### src/rtl/multicycle_sequencer_if.sv
// Control/handshake bundle between the multi-cycle sequencer and the datapath/memory side.
// The slave modport is the sequencer's view; the master modport drives start, opcode, zero and mem_ready.
interface multicycle_sequencer_if #(
  parameter int CNT_W = 16
);
  logic             start;
  logic [3:0]       opcode;
  logic             zero;
  logic             mem_ready;
  logic             mem_req;
  logic             mem_we;
  logic             mem_sel;
  logic             ir_load;
  logic             pc_write;
  logic             pc_branch;
  logic             reg_write;
  logic             busy;
  logic             halted;
  logic             fault;
  logic [CNT_W-1:0] retired;
  logic [2:0]       state;

  modport master (
    output start, opcode, zero, mem_ready,
    input  mem_req, mem_we, mem_sel, ir_load, pc_write, pc_branch, reg_write,
    input  busy, halted, fault, retired, state
  );

  modport slave (
    input  start, opcode, zero, mem_ready,
    output mem_req, mem_we, mem_sel, ir_load, pc_write, pc_branch, reg_write,
    output busy, halted, fault, retired, state
  );
endinterface

### src/rtl/multicycle_sequencer.sv
// Multi-cycle FETCH/DECODE/EXEC/MEM/WB control FSM: 3-5 cycles per instruction plus memory waits.
// Memory stalls hold the request stable until mem_ready; a stall of TIMEOUT cycles faults and halts.
module multicycle_sequencer #(
  parameter int CNT_W   = 16,
  parameter int TIMEOUT = 255
) (
  input  logic                 clk,
  input  logic                 rst_n,
  multicycle_sequencer_if.slave bus
);
  localparam int TO_W = (TIMEOUT < 2) ? 1 : $clog2(TIMEOUT + 1);

  localparam logic [3:0] OP_HALT  = 4'h0;
  localparam logic [3:0] OP_LOAD  = 4'h9;
  localparam logic [3:0] OP_STORE = 4'hA;
  localparam logic [3:0] OP_BNE   = 4'hB;
  localparam logic [3:0] OP_BEQ   = 4'hC;
  localparam logic [3:0] OP_MOVE  = 4'hD;
  localparam logic [3:0] OP_JUMP  = 4'hF;

  typedef enum logic [2:0] {
    S_IDLE   = 3'd0,
    S_FETCH  = 3'd1,
    S_DECODE = 3'd2,
    S_EXEC   = 3'd3,
    S_MEM    = 3'd4,
    S_WB     = 3'd5,
    S_HALTED = 3'd6
  } state_t;

  state_t           state_q;
  state_t           state_d;
  logic [3:0]       op_q;
  logic [CNT_W-1:0] retired_q;
  logic             fault_q;
  logic [TO_W-1:0]  to_cnt_q;

  logic mem_req;
  logic mem_sel;
  logic mem_we;
  logic ir_load;
  logic pc_write;
  logic pc_branch;
  logic reg_write;
  logic mem_wait;
  logic timeout_hit;

  // Request lines are pure state decode so they cannot glitch while waiting on mem_ready.
  assign mem_req  = (state_q == S_FETCH) || (state_q == S_MEM);
  assign mem_sel  = (state_q == S_MEM);
  assign mem_we   = mem_sel && (op_q == OP_STORE);
  assign mem_wait = mem_req && !bus.mem_ready;

  // Fires on the waiting cycle that brings the stall count up to TIMEOUT.
  assign timeout_hit = (TIMEOUT != 0) && mem_wait && (to_cnt_q == TO_W'(TIMEOUT - 1));

  always_ff @(posedge clk or negedge rst_n) begin
    if (!rst_n) begin
      state_q <= S_IDLE;
    end else begin
      state_q <= state_d;
    end
  end

  always_comb begin
    state_d   = state_q;
    ir_load   = 1'b0;
    pc_write  = 1'b0;
    pc_branch = 1'b0;
    reg_write = 1'b0;
    case (state_q)
      S_IDLE: begin
        if (bus.start) state_d = S_FETCH;
      end
      S_FETCH: begin
        if (bus.mem_ready) begin
          ir_load = 1'b1;
          state_d = S_DECODE;
        end
      end
      S_DECODE: begin
        state_d = (bus.opcode == OP_HALT) ? S_HALTED : S_EXEC;
      end
      S_EXEC: begin
        case (op_q)
          4'h1, 4'h2, 4'h3, 4'h4, 4'h5, 4'h6, 4'h7, 4'h8, OP_MOVE: state_d = S_WB;
          OP_LOAD, OP_STORE: state_d = S_MEM;
          OP_BEQ: begin
            pc_write  = 1'b1;
            pc_branch = bus.zero;
            state_d   = S_FETCH;
          end
          OP_BNE: begin
            pc_write  = 1'b1;
            pc_branch = !bus.zero;
            state_d   = S_FETCH;
          end
          OP_JUMP: begin
            pc_write  = 1'b1;
            pc_branch = 1'b1;
            state_d   = S_FETCH;
          end
          default: begin
            pc_write = 1'b1;
            state_d  = S_FETCH;
          end
        endcase
      end
      S_MEM: begin
        if (bus.mem_ready) begin
          if (op_q == OP_STORE) begin
            pc_write = 1'b1;
            state_d  = S_FETCH;
          end else begin
            state_d = S_WB;
          end
        end
      end
      S_WB: begin
        reg_write = 1'b1;
        pc_write  = 1'b1;
        state_d   = S_FETCH;
      end
      S_HALTED: state_d = S_HALTED;
      default:  state_d = S_IDLE;
    endcase
    if (timeout_hit) state_d = S_HALTED;
  end

  always_ff @(posedge clk or negedge rst_n) begin
    if (!rst_n) begin
      op_q      <= 4'h0;
      retired_q <= '0;
      fault_q   <= 1'b0;
      to_cnt_q  <= '0;
    end else begin
      if (state_q == S_DECODE) op_q <= bus.opcode;
      if (pc_write) retired_q <= retired_q + CNT_W'(1);
      if (timeout_hit) fault_q <= 1'b1;
      to_cnt_q <= mem_wait ? to_cnt_q + TO_W'(1) : '0;
    end
  end

  assign bus.mem_req   = mem_req;
  assign bus.mem_sel   = mem_sel;
  assign bus.mem_we    = mem_we;
  assign bus.ir_load   = ir_load;
  assign bus.pc_write  = pc_write;
  assign bus.pc_branch = pc_branch;
  assign bus.reg_write = reg_write;
  assign bus.busy      = (state_q != S_IDLE) && (state_q != S_HALTED);
  assign bus.halted    = (state_q == S_HALTED);
  assign bus.fault     = fault_q;
  assign bus.retired   = retired_q;
  assign bus.state     = state_q;
endmodule

### src/flat_wrapper.sv
// flat-port wrapper written by rule: the top's interface ports become plain ports
module multicycle_sequencer_flat 
#(
  parameter int CNT_W   = 16,
  parameter int TIMEOUT = 255
)
  (clk, rst_n, bus_start, bus_opcode, bus_zero, bus_mem_ready, bus_mem_req, bus_mem_we, bus_mem_sel, bus_ir_load, bus_pc_write, bus_pc_branch, bus_reg_write, bus_busy, bus_halted, bus_fault, bus_retired, bus_state);
  multicycle_sequencer_if #(.CNT_W(CNT_W)) bus_i ();
  input  logic clk;
  input  logic rst_n;
  input wire logic [$bits(bus_i.start)-1:0] bus_start;
  input wire logic [$bits(bus_i.opcode)-1:0] bus_opcode;
  input wire logic [$bits(bus_i.zero)-1:0] bus_zero;
  input wire logic [$bits(bus_i.mem_ready)-1:0] bus_mem_ready;
  output wire logic [$bits(bus_i.mem_req)-1:0] bus_mem_req;
  output wire logic [$bits(bus_i.mem_we)-1:0] bus_mem_we;
  output wire logic [$bits(bus_i.mem_sel)-1:0] bus_mem_sel;
  output wire logic [$bits(bus_i.ir_load)-1:0] bus_ir_load;
  output wire logic [$bits(bus_i.pc_write)-1:0] bus_pc_write;
  output wire logic [$bits(bus_i.pc_branch)-1:0] bus_pc_branch;
  output wire logic [$bits(bus_i.reg_write)-1:0] bus_reg_write;
  output wire logic [$bits(bus_i.busy)-1:0] bus_busy;
  output wire logic [$bits(bus_i.halted)-1:0] bus_halted;
  output wire logic [$bits(bus_i.fault)-1:0] bus_fault;
  output wire logic [$bits(bus_i.retired)-1:0] bus_retired;
  output wire logic [$bits(bus_i.state)-1:0] bus_state;
  assign bus_i.start = bus_start;
  assign bus_i.opcode = bus_opcode;
  assign bus_i.zero = bus_zero;
  assign bus_i.mem_ready = bus_mem_ready;
  assign bus_mem_req = bus_i.mem_req;
  assign bus_mem_we = bus_i.mem_we;
  assign bus_mem_sel = bus_i.mem_sel;
  assign bus_ir_load = bus_i.ir_load;
  assign bus_pc_write = bus_i.pc_write;
  assign bus_pc_branch = bus_i.pc_branch;
  assign bus_reg_write = bus_i.reg_write;
  assign bus_busy = bus_i.busy;
  assign bus_halted = bus_i.halted;
  assign bus_fault = bus_i.fault;
  assign bus_retired = bus_i.retired;
  assign bus_state = bus_i.state;
  multicycle_sequencer #(.CNT_W(CNT_W), .TIMEOUT(TIMEOUT)) u_core (.clk(clk), .rst_n(rst_n), .bus(bus_i));
endmodule
### config.mk
export PLATFORM = sky130hd
export DESIGN_NAME = multicycle_sequencer_flat
export DESIGN_NICKNAME = d
export VERILOG_FILES = /design/src/rtl/multicycle_sequencer_if.sv /design/src/rtl/multicycle_sequencer.sv /design/src/flat_wrapper.sv
export SDC_FILE = /design/constraint.sdc
export NUM_CORES = 1
export LEC_CHECK = 0
export ABC_CLOCK_PERIOD_IN_PS = 3830
export CELL_PAD_IN_SITES_DETAIL_PLACEMENT = 1
export CELL_PAD_IN_SITES_GLOBAL_PLACEMENT = 2
export CORE_ASPECT_RATIO = 1.5
export CORE_MARGIN = 2
export CORE_UTILIZATION = 33
export CTS_CLUSTER_DIAMETER = 100
export CTS_CLUSTER_SIZE = 20
export DETAILED_ROUTE_END_ITERATION = 8
export PLACE_DENSITY = 0.94
export REMOVE_ABC_BUFFERS = 1
export SYNTH_ARGS = -nofsm -noshare
export SYNTH_HDL_FRONTEND = slang
export SYNTH_SLANG_ARGS = --single-unit
### constraint.sdc
create_clock -name clk -period 3.83 [get_ports clk]
set_input_delay 0.383 -clock clk [delete_from_list [all_inputs] [get_ports clk]]
set_output_delay 0.383 -clock clk [all_outputs]
set_load 0.02 [all_outputs]
==> reports/metrics.cfg, run 1 <==
[synthesis]
ys_top_cells_by_count=dfrtp_1, nor2_1, xnor2_1
synth_ff_type=dfrtp_1
synthTopCellsByArea=dfrtp_1, xnor2_1, nor2_1, xor2_1, and3_1
yosysMostFrequentCell=dfrtp_1
synth_edf_count=0
yosysTopAreaCellShare_pct=47.37
syn_avg_cell_area_sq_um=10.31
synth_area_sq_um=1690
synthArstFlopShare_pct=100.0
yosysSeqAreaShare_pct=47.37
synth_warnings=0
synthDistinctLibCells=38
syn_inst=164
yosysTopAreaCell=dfrtp_1
synth_seq_cells=32

[routing]
firstDrtPassIters=4
drt_wl_total_microns=3933
via_per_inst=5.022
num_vias=1356
drcViolationCount=0
detail_route.wl_per_cell_microns=14.57
ant_nets=0
dr.first_iter.drc_count=54

[cells_and_area]
layout.nets=216
instances_no_fill=270
syn_to_final_growth_pct=30.42
drive_above_1_share_pct=8.824
fin_util_pct=45.11
antenna_cells=0

[floorplanning]
start_util_pct=34.59
dieHeight_microns=91.66
core_area_sq_um=4887
die-width_microns=62.44
die_area_sq_um=5722
fp-row-count=31
io_pins=38

[run_status]
status=completed

[sta]
drv_slew=0
clock.fmax_ghz=0.3656
rsz0062_at_grt=false
post-route-min-period_ps=2735
finalCritPeriodShare_pct=71.41
skew_ps=3.336
hold_viol=0
setup_viol=0
setup_tns_ps=0
relSlewSlack_pct=72.99
worstMarginPinSlew_ps=405.1

[clock_network]
ctsResizeCount=0
cts_tree=built
clk_path_buf_depth=2
holdBufCountCts=0
cts-htree-levels=2
cts_root_buffer=clkbuf_8
clk_pin_slew_ps=60
cts_setup_buffers=0
clock_sinks=32
insertion_delay_ps=290
cts_buffers=5

[pwr]
swShare_pct=40.49
seq_power_share_pct=39.5
comb_power_share_pct=42.5
power.net_switching_mw=0.5387
cellInternalPower_mw=0.7917
clkPwrFrac_pct=17.9
p_leak_nw=0.9413
ir_worst_vdd_mv=0.3071
powerDensity_nw_per_um2=603.5

[placement]
gp_congestion=0.7690
dpl.hpwl_microns=2952
placed_cells=263
io_buffers=37

[global_route]
grt.total_usage_pct=14.85
grt_pass1_vias=1472
grt_max_degree=33
antenna_found_initial=0
grt_first_pass_wirelength_microns=6796
grt_overflow=0

[worst_setup_path]
path_cells=or3_4, a22oi_4, o2bb2ai_4, buf_4, clkdlybuf4s50_1
slowest_stage=clkdlybuf4s50_1
critical_path_class=reg -> out
cp_data_required_time_ps=3450
cp-start-kind=flop
cp_slowest_stage_delay_ps=640
crit_arrival_ps=2350
end_kind=output port
critPathMaxFanout=17

[flow_run]
maxCapViolations=0

[worst_hold_path]
holdCritPathClass=reg -> reg

routing by layer:
layer | share of wire (%) | GRT usage [%] | vias up
li1 | - | - | 651
met1 | 37 | 15.34 | 660
met2 | 55 | 26.97 | 37
met3 | 5.3 | 4.172 | 8
met4 | 2.5 | 7.593 | 0
met5 | 0 | 0 | -
power groups by stage:
stage | Clock [mW] | Sequential, mW | Combinational [mW]
after detailed placement | 0 | 0.533 | 0.573
after global placement | 0 | 0.527 | 0.556
after global routing | 0.262 | 0.543 | 0.617
final | 0.239 | 0.526 | 0.566
after CTS | 0.250 | 0.527 | 0.576
after floorplan | 0 | 0.546 | 0.317
sequential cells by signal, summed over array words and instances (netlist names):
| signal | count |
|---|---|
| u_core.bus.fault | 1 |
| u_core.bus.retired | 16 |
| u_core.bus.state | 3 |
| u_core.op_q | 4 |
| u_core.to_cnt_q | 8 |
worst paths after layout:
kind | start | endpoint | slack (ps) | cells after the start
max reg2reg | u_core.op_q[1] | u_core.bus.retired[1] | 1940 | 5
max in group asynchronous | rst_n | u_core.op_q[0] | 3050 | 2
max | u_core.op_q[1] | bus_pc_write | 1090 | 5
min | u_core.bus.fault | u_core.bus.fault | 470 | 1
min reg2reg | u_core.bus.fault | u_core.bus.fault | 470 | 1
min in group asynchronous | rst_n | u_core.bus.retired[9] | 490 | 2
critical path: cells and delay by family (launching register included):
kind | cells | cell delay [ps]
and+or+nand+nor | 1 | 420
DFF | 1 | 450
AOI/OAI and AO/OA | 2 | 300
buffers and inverters | 2 | 890
per-stage QoR:
| stage | hold WS, ps | setup WS [ps] | total power [mW] | area (sq um) |
|---|---|---|---|---|
| after detailed placement | 461.2 | 1239 | 1.106 | 2127 |
| after floorplan | 87.41 | 1844 | 0.8627 | 1659 |
| final | 470.3 | 1095 | 1.330 | 2205 |
| after global routing | 502.7 | 914.5 | 1.423 | 2205 |
| after global placement | 459.0 | 1261 | 1.083 | 2127 |
| after CTS | 477.4 | 1082 | 1.352 | 2205 |
cell families after synthesis:
family,after synthesis,share of synthesized area (%)
AND/OR/NAND/NOR,75,24.94
flip-flops,32,47.37
XOR/XNOR,22,11.40
AO/OA/AOI/OAI,17,8.438
buffers and inverters,11,2.960
multiplexers,4,2.665
adder cells (fa/ha/maj),3,2.221
cell usage in the layout, fill, tap and decap left out, types with 2 or more instances in the layout:
cell and n:
and3_1 8, nor2_1 19, and2_1 5, nor3_1 3
ha_1 3, a21oi_1 5, nand4_2 2, xnor2_1 16
xor2_1 6, inv_1 5, nand3_1 5, dfrtp_1 32
o22ai_1 2, clkbuf_8 5, mux2_2 3, nand4_1 7
nand2b_1 3, clkdlybuf4s50_1 37, nand3_2 2, o21ai_0 3
buf_4 2, nand2_1 11, or3_1 2, and4_1 3
area by class of cell:
class                           instances  area (sq um)
Fill cell                             570          2683
Clock inverter                          1         5.005
Tap cell                               66         82.58
Multi-Input combinational cell        121         839.6
Inverter                                5         18.77
Timing Repair Buffer                   39         385.4
Sequential cell                        32         800.8
Clock buffer                            6         72.57
(Power assumes the default switching activity.)
==> inputs of run 2 (changes only) <==
--- a/config.mk
+++ b/config.mk
@@ -5,16 +5,16 @@
 export SDC_FILE = /design/constraint.sdc
 export NUM_CORES = 1
 export LEC_CHECK = 0
-export ABC_CLOCK_PERIOD_IN_PS = 3830
+export ABC_CLOCK_PERIOD_IN_PS = 2280
 export CELL_PAD_IN_SITES_DETAIL_PLACEMENT = 1
 export CELL_PAD_IN_SITES_GLOBAL_PLACEMENT = 2
 export CORE_ASPECT_RATIO = 1.5
 export CORE_MARGIN = 2
-export CORE_UTILIZATION = 33
+export CORE_UTILIZATION = 28
 export CTS_CLUSTER_DIAMETER = 100
 export CTS_CLUSTER_SIZE = 20
 export DETAILED_ROUTE_END_ITERATION = 8
-export PLACE_DENSITY = 0.94
+export PLACE_DENSITY = 0.86
 export REMOVE_ABC_BUFFERS = 1
 export SYNTH_ARGS = -nofsm -noshare
 export SYNTH_HDL_FRONTEND = slang
==> constraint.sdc (replaced) <==
create_clock -name clk -period 2.28 [get_ports clk]
set_input_delay 0.228 -clock clk [delete_from_list [all_inputs] [get_ports clk]]
set_output_delay 0.228 -clock clk [all_outputs]
set_load 0.02 [all_outputs]
==> reports/metrics.cfg, run 2 (synthesized netlist as in run 1, its figures left out) <==
[worst_setup_path]
reg2reg_slack_ps=390  ; was 1940 ps
reg2reg_from=u_core.op_q[1]  ; unchanged
reg2reg_depth=5  ; unchanged
critical_path_class=reg -> out  ; unchanged
end_kind=output port  ; unchanged
cp-start-kind=flop  ; unchanged
timing.rr.end=u_core.bus.retired[1]  ; unchanged
critPathMaxFanout=9  ; was 17
crit_arrival_ps=1910  ; was 2350 ps
cp_data_required_time_ps=2050  ; was 3450 ps

[clock_network]
cts_tree=built  ; unchanged
insertion_delay_ps=280  ; was 290 ps
clk_pin_slew_ps=70  ; was 60 ps
clk_path_buf_depth=2  ; unchanged
cts-htree-levels=2  ; unchanged
cts_buffers=5  ; unchanged
cts_root_buffer=clkbuf_8  ; unchanged
clock_sinks=32  ; unchanged

[pwr]
cellInternalPower_mw=1.352  ; was 0.7917 mW
clkPwrFrac_pct=18.1  ; was 17.9%
swShare_pct=40.33  ; was 40.49%
ir_worst_vdd_mv=0.4346  ; was 0.3071 mV
powerDensity_nw_per_um2=1013  ; was 603.5 nW/um^2
power.net_switching_mw=0.9141  ; was 0.5387 mW
comb_power_share_pct=43.3  ; was 42.5%
total_power_mw=2.266  ; was 1.330 mW
p_leak_nw=0.9548  ; was 0.9413 nW
seq_power_share_pct=38.6  ; was 39.5%

[global_route]
antenna_found_initial=0  ; unchanged
grt_max_degree=33  ; unchanged
grt_overflow=0  ; unchanged
grt_pass1_vias=1374  ; was 1472
grt.total_usage_pct=12.77  ; was 14.85%
grt_first_pass_wirelength_microns=6548  ; was 6796 microns

[routing]
drcViolationCount=0  ; unchanged
dr.first_iter.drc_count=41  ; was 54
ant_nets=0  ; unchanged
num_vias=1353  ; was 1356
detail_route.wl_per_cell_microns=13.93  ; was 14.57 microns
drt_wl_total_microns=3873  ; was 3933 microns
via_per_inst=4.867  ; was 5.022
firstDrtPassIters=3  ; was 4

[cells_and_area]
largest_reg_flops=16  ; unchanged
syn_to_final_growth_pct=32.35  ; was 30.42%
antenna_cells=0  ; unchanged
layout_common_cells=clkdlybuf4s50_1, dfrtp_1, nor2_1, xnor2_1, nand2_1  ; unchanged
layout.nets=218  ; was 216
layout_commonest_cell=clkdlybuf4s50_1  ; unchanged
drive_above_1_share_pct=11.65  ; was 8.824%

[sta]
worstMarginPinSlew_ps=414.1  ; was 405.1 ps
hold_viol=0  ; unchanged
skew_ps=6.297  ; was 3.336 ps
relSlewSlack_pct=72.39  ; was 72.99%
finalCritPeriodShare_pct=93.63
setup_ws_ps=145.3  ; was 1095 ps
setup_tns_ps=0  ; unchanged
post-route-min-period_ps=2135
clock.fmax_ghz=0.4684
drv_slew=0  ; unchanged
rsz0062_at_grt=false  ; unchanged
setup_viol=0  ; unchanged

[floorplanning]
fp-row-count=34  ; was 31
core_area_sq_um=5828  ; was 4887 sq um
io_pins=38  ; unchanged
dieHeight_microns=99.16  ; was 91.66 microns
die_area_sq_um=6687  ; was 5722 sq um
die-width_microns=67.44  ; was 62.44 microns
start_util_pct=29.00  ; was 34.59%

[worst_hold_path]
holdCritPathClass=in -> async  ; was reg -> reg

[run_status]
status=completed  ; unchanged

[placement]
dpl.hpwl_microns=2901  ; was 2952 microns
gp_congestion=0.7832  ; was 0.7690
io_buffers=37  ; unchanged
pre_cts_slack_ps=222.5  ; was 1239 ps

[flow_run]
maxCapViolations=0  ; unchanged

==> run 2: cell count changes in the layout (fill, tap and decap cells not counted) <==
cell             previous run  this run
dfrtp_1                    32        30
dfrtp_2                     0         2
nor4b_1                     1         0
nor2_2                      0         1
buf_4                       2         4
clkdlybuf4s50_1            37        36
nor4b_2                     0         1
nor2_1                     19        18
dlygate4sd2_1               0         1
==> run 2: final cells by class <==
| class | instances | area, sq um |
|---|---|---|
| fillers | 671 | 3591 |
| multi-input cells | 121 | 848.3 |
| flip-flops and latches | 32 | 803.3 |
| repair buffers | 41 | 399.1 |
| well taps | 72 | 90.09 |
| clock buffers | 6 | 72.57 |
| inverters | 5 | 18.77 |
| clock inverters | 1 | 5.005 |
==> run 2: worst max-delay path by stage <==
| stage | startpoint | to | depth (start not counted) |
|---|---|---|---|
| 6_report | u_core.bus.state[1] | bus_ir_load | 3 |
| 3_3_place_gp | bus_mem_ready | bus_pc_write | 4 |
| 3_5_place_dp | bus_mem_ready | bus_pc_write | 4 |
| 5_1_grt | u_core.bus.state[1] | bus_ir_load | 3 |
| 4_1_cts | u_core.bus.state[1] | bus_ir_load | 3 |
| 2_1_floorplan | u_core.bus.state[0] | u_core.bus.state[1] | 4 |
==> run 2: repair_timing <==
action,4_1_cts,5_1_grt
setup buffers,0,0
resized for setup,1,4
hold buffers,0,0
setup endpoints to repair,1,3
==> run 2: worst max-delay path, cell delays in order (launching register included) <==
cell	delay [ps]
dfrtp_1	470
buf_4	200
nor4b_2	300
clkdlybuf4s50_1	650
==> run 2: metal layers <==
metal / vias to the layer above / wire length (microns) / GRT usage, %
li1: 654 / - / -
met1: 663 / 1694 / 16.00
met2: 32 / 1981 / 21.25
met3: 4 / 154 / 3.054
met4: 0 / 42 / 4.239
met5: - / 0 / 0
==> run 2: per-stage QoR <==
step | instances | utilization [%] | cell area, sq um | hold WS (ps)
6_report | 278 | 38.39 | 2237 | 345.0
5_1_grt | 278 | 38.39 | 2237 | 405.2
4_1_cts | 278 | 38.19 | 2226 | 357.9
3_5_place_dp | 271 | 36.88 | 2150 | 480.7
3_3_place_gp | 271 | 36.88 | 2150 | 449.6
2_1_floorplan | 158 | - | 1659 | -67.59
==> run 2: power by group through the flow <==
stage / clock network [mW] / logic, mW / registers (mW)
6_report: 0.409 / 0.982 / 0.875
5_1_grt: 0.452 / 1.08 / 0.899
4_1_cts: 0.425 / 0.990 / 0.875
3_5_place_dp: 0 / 0.992 / 0.882
3_3_place_gp: 0 / 0.974 / 0.881
2_1_floorplan: 0 / 0.533 / 0.916
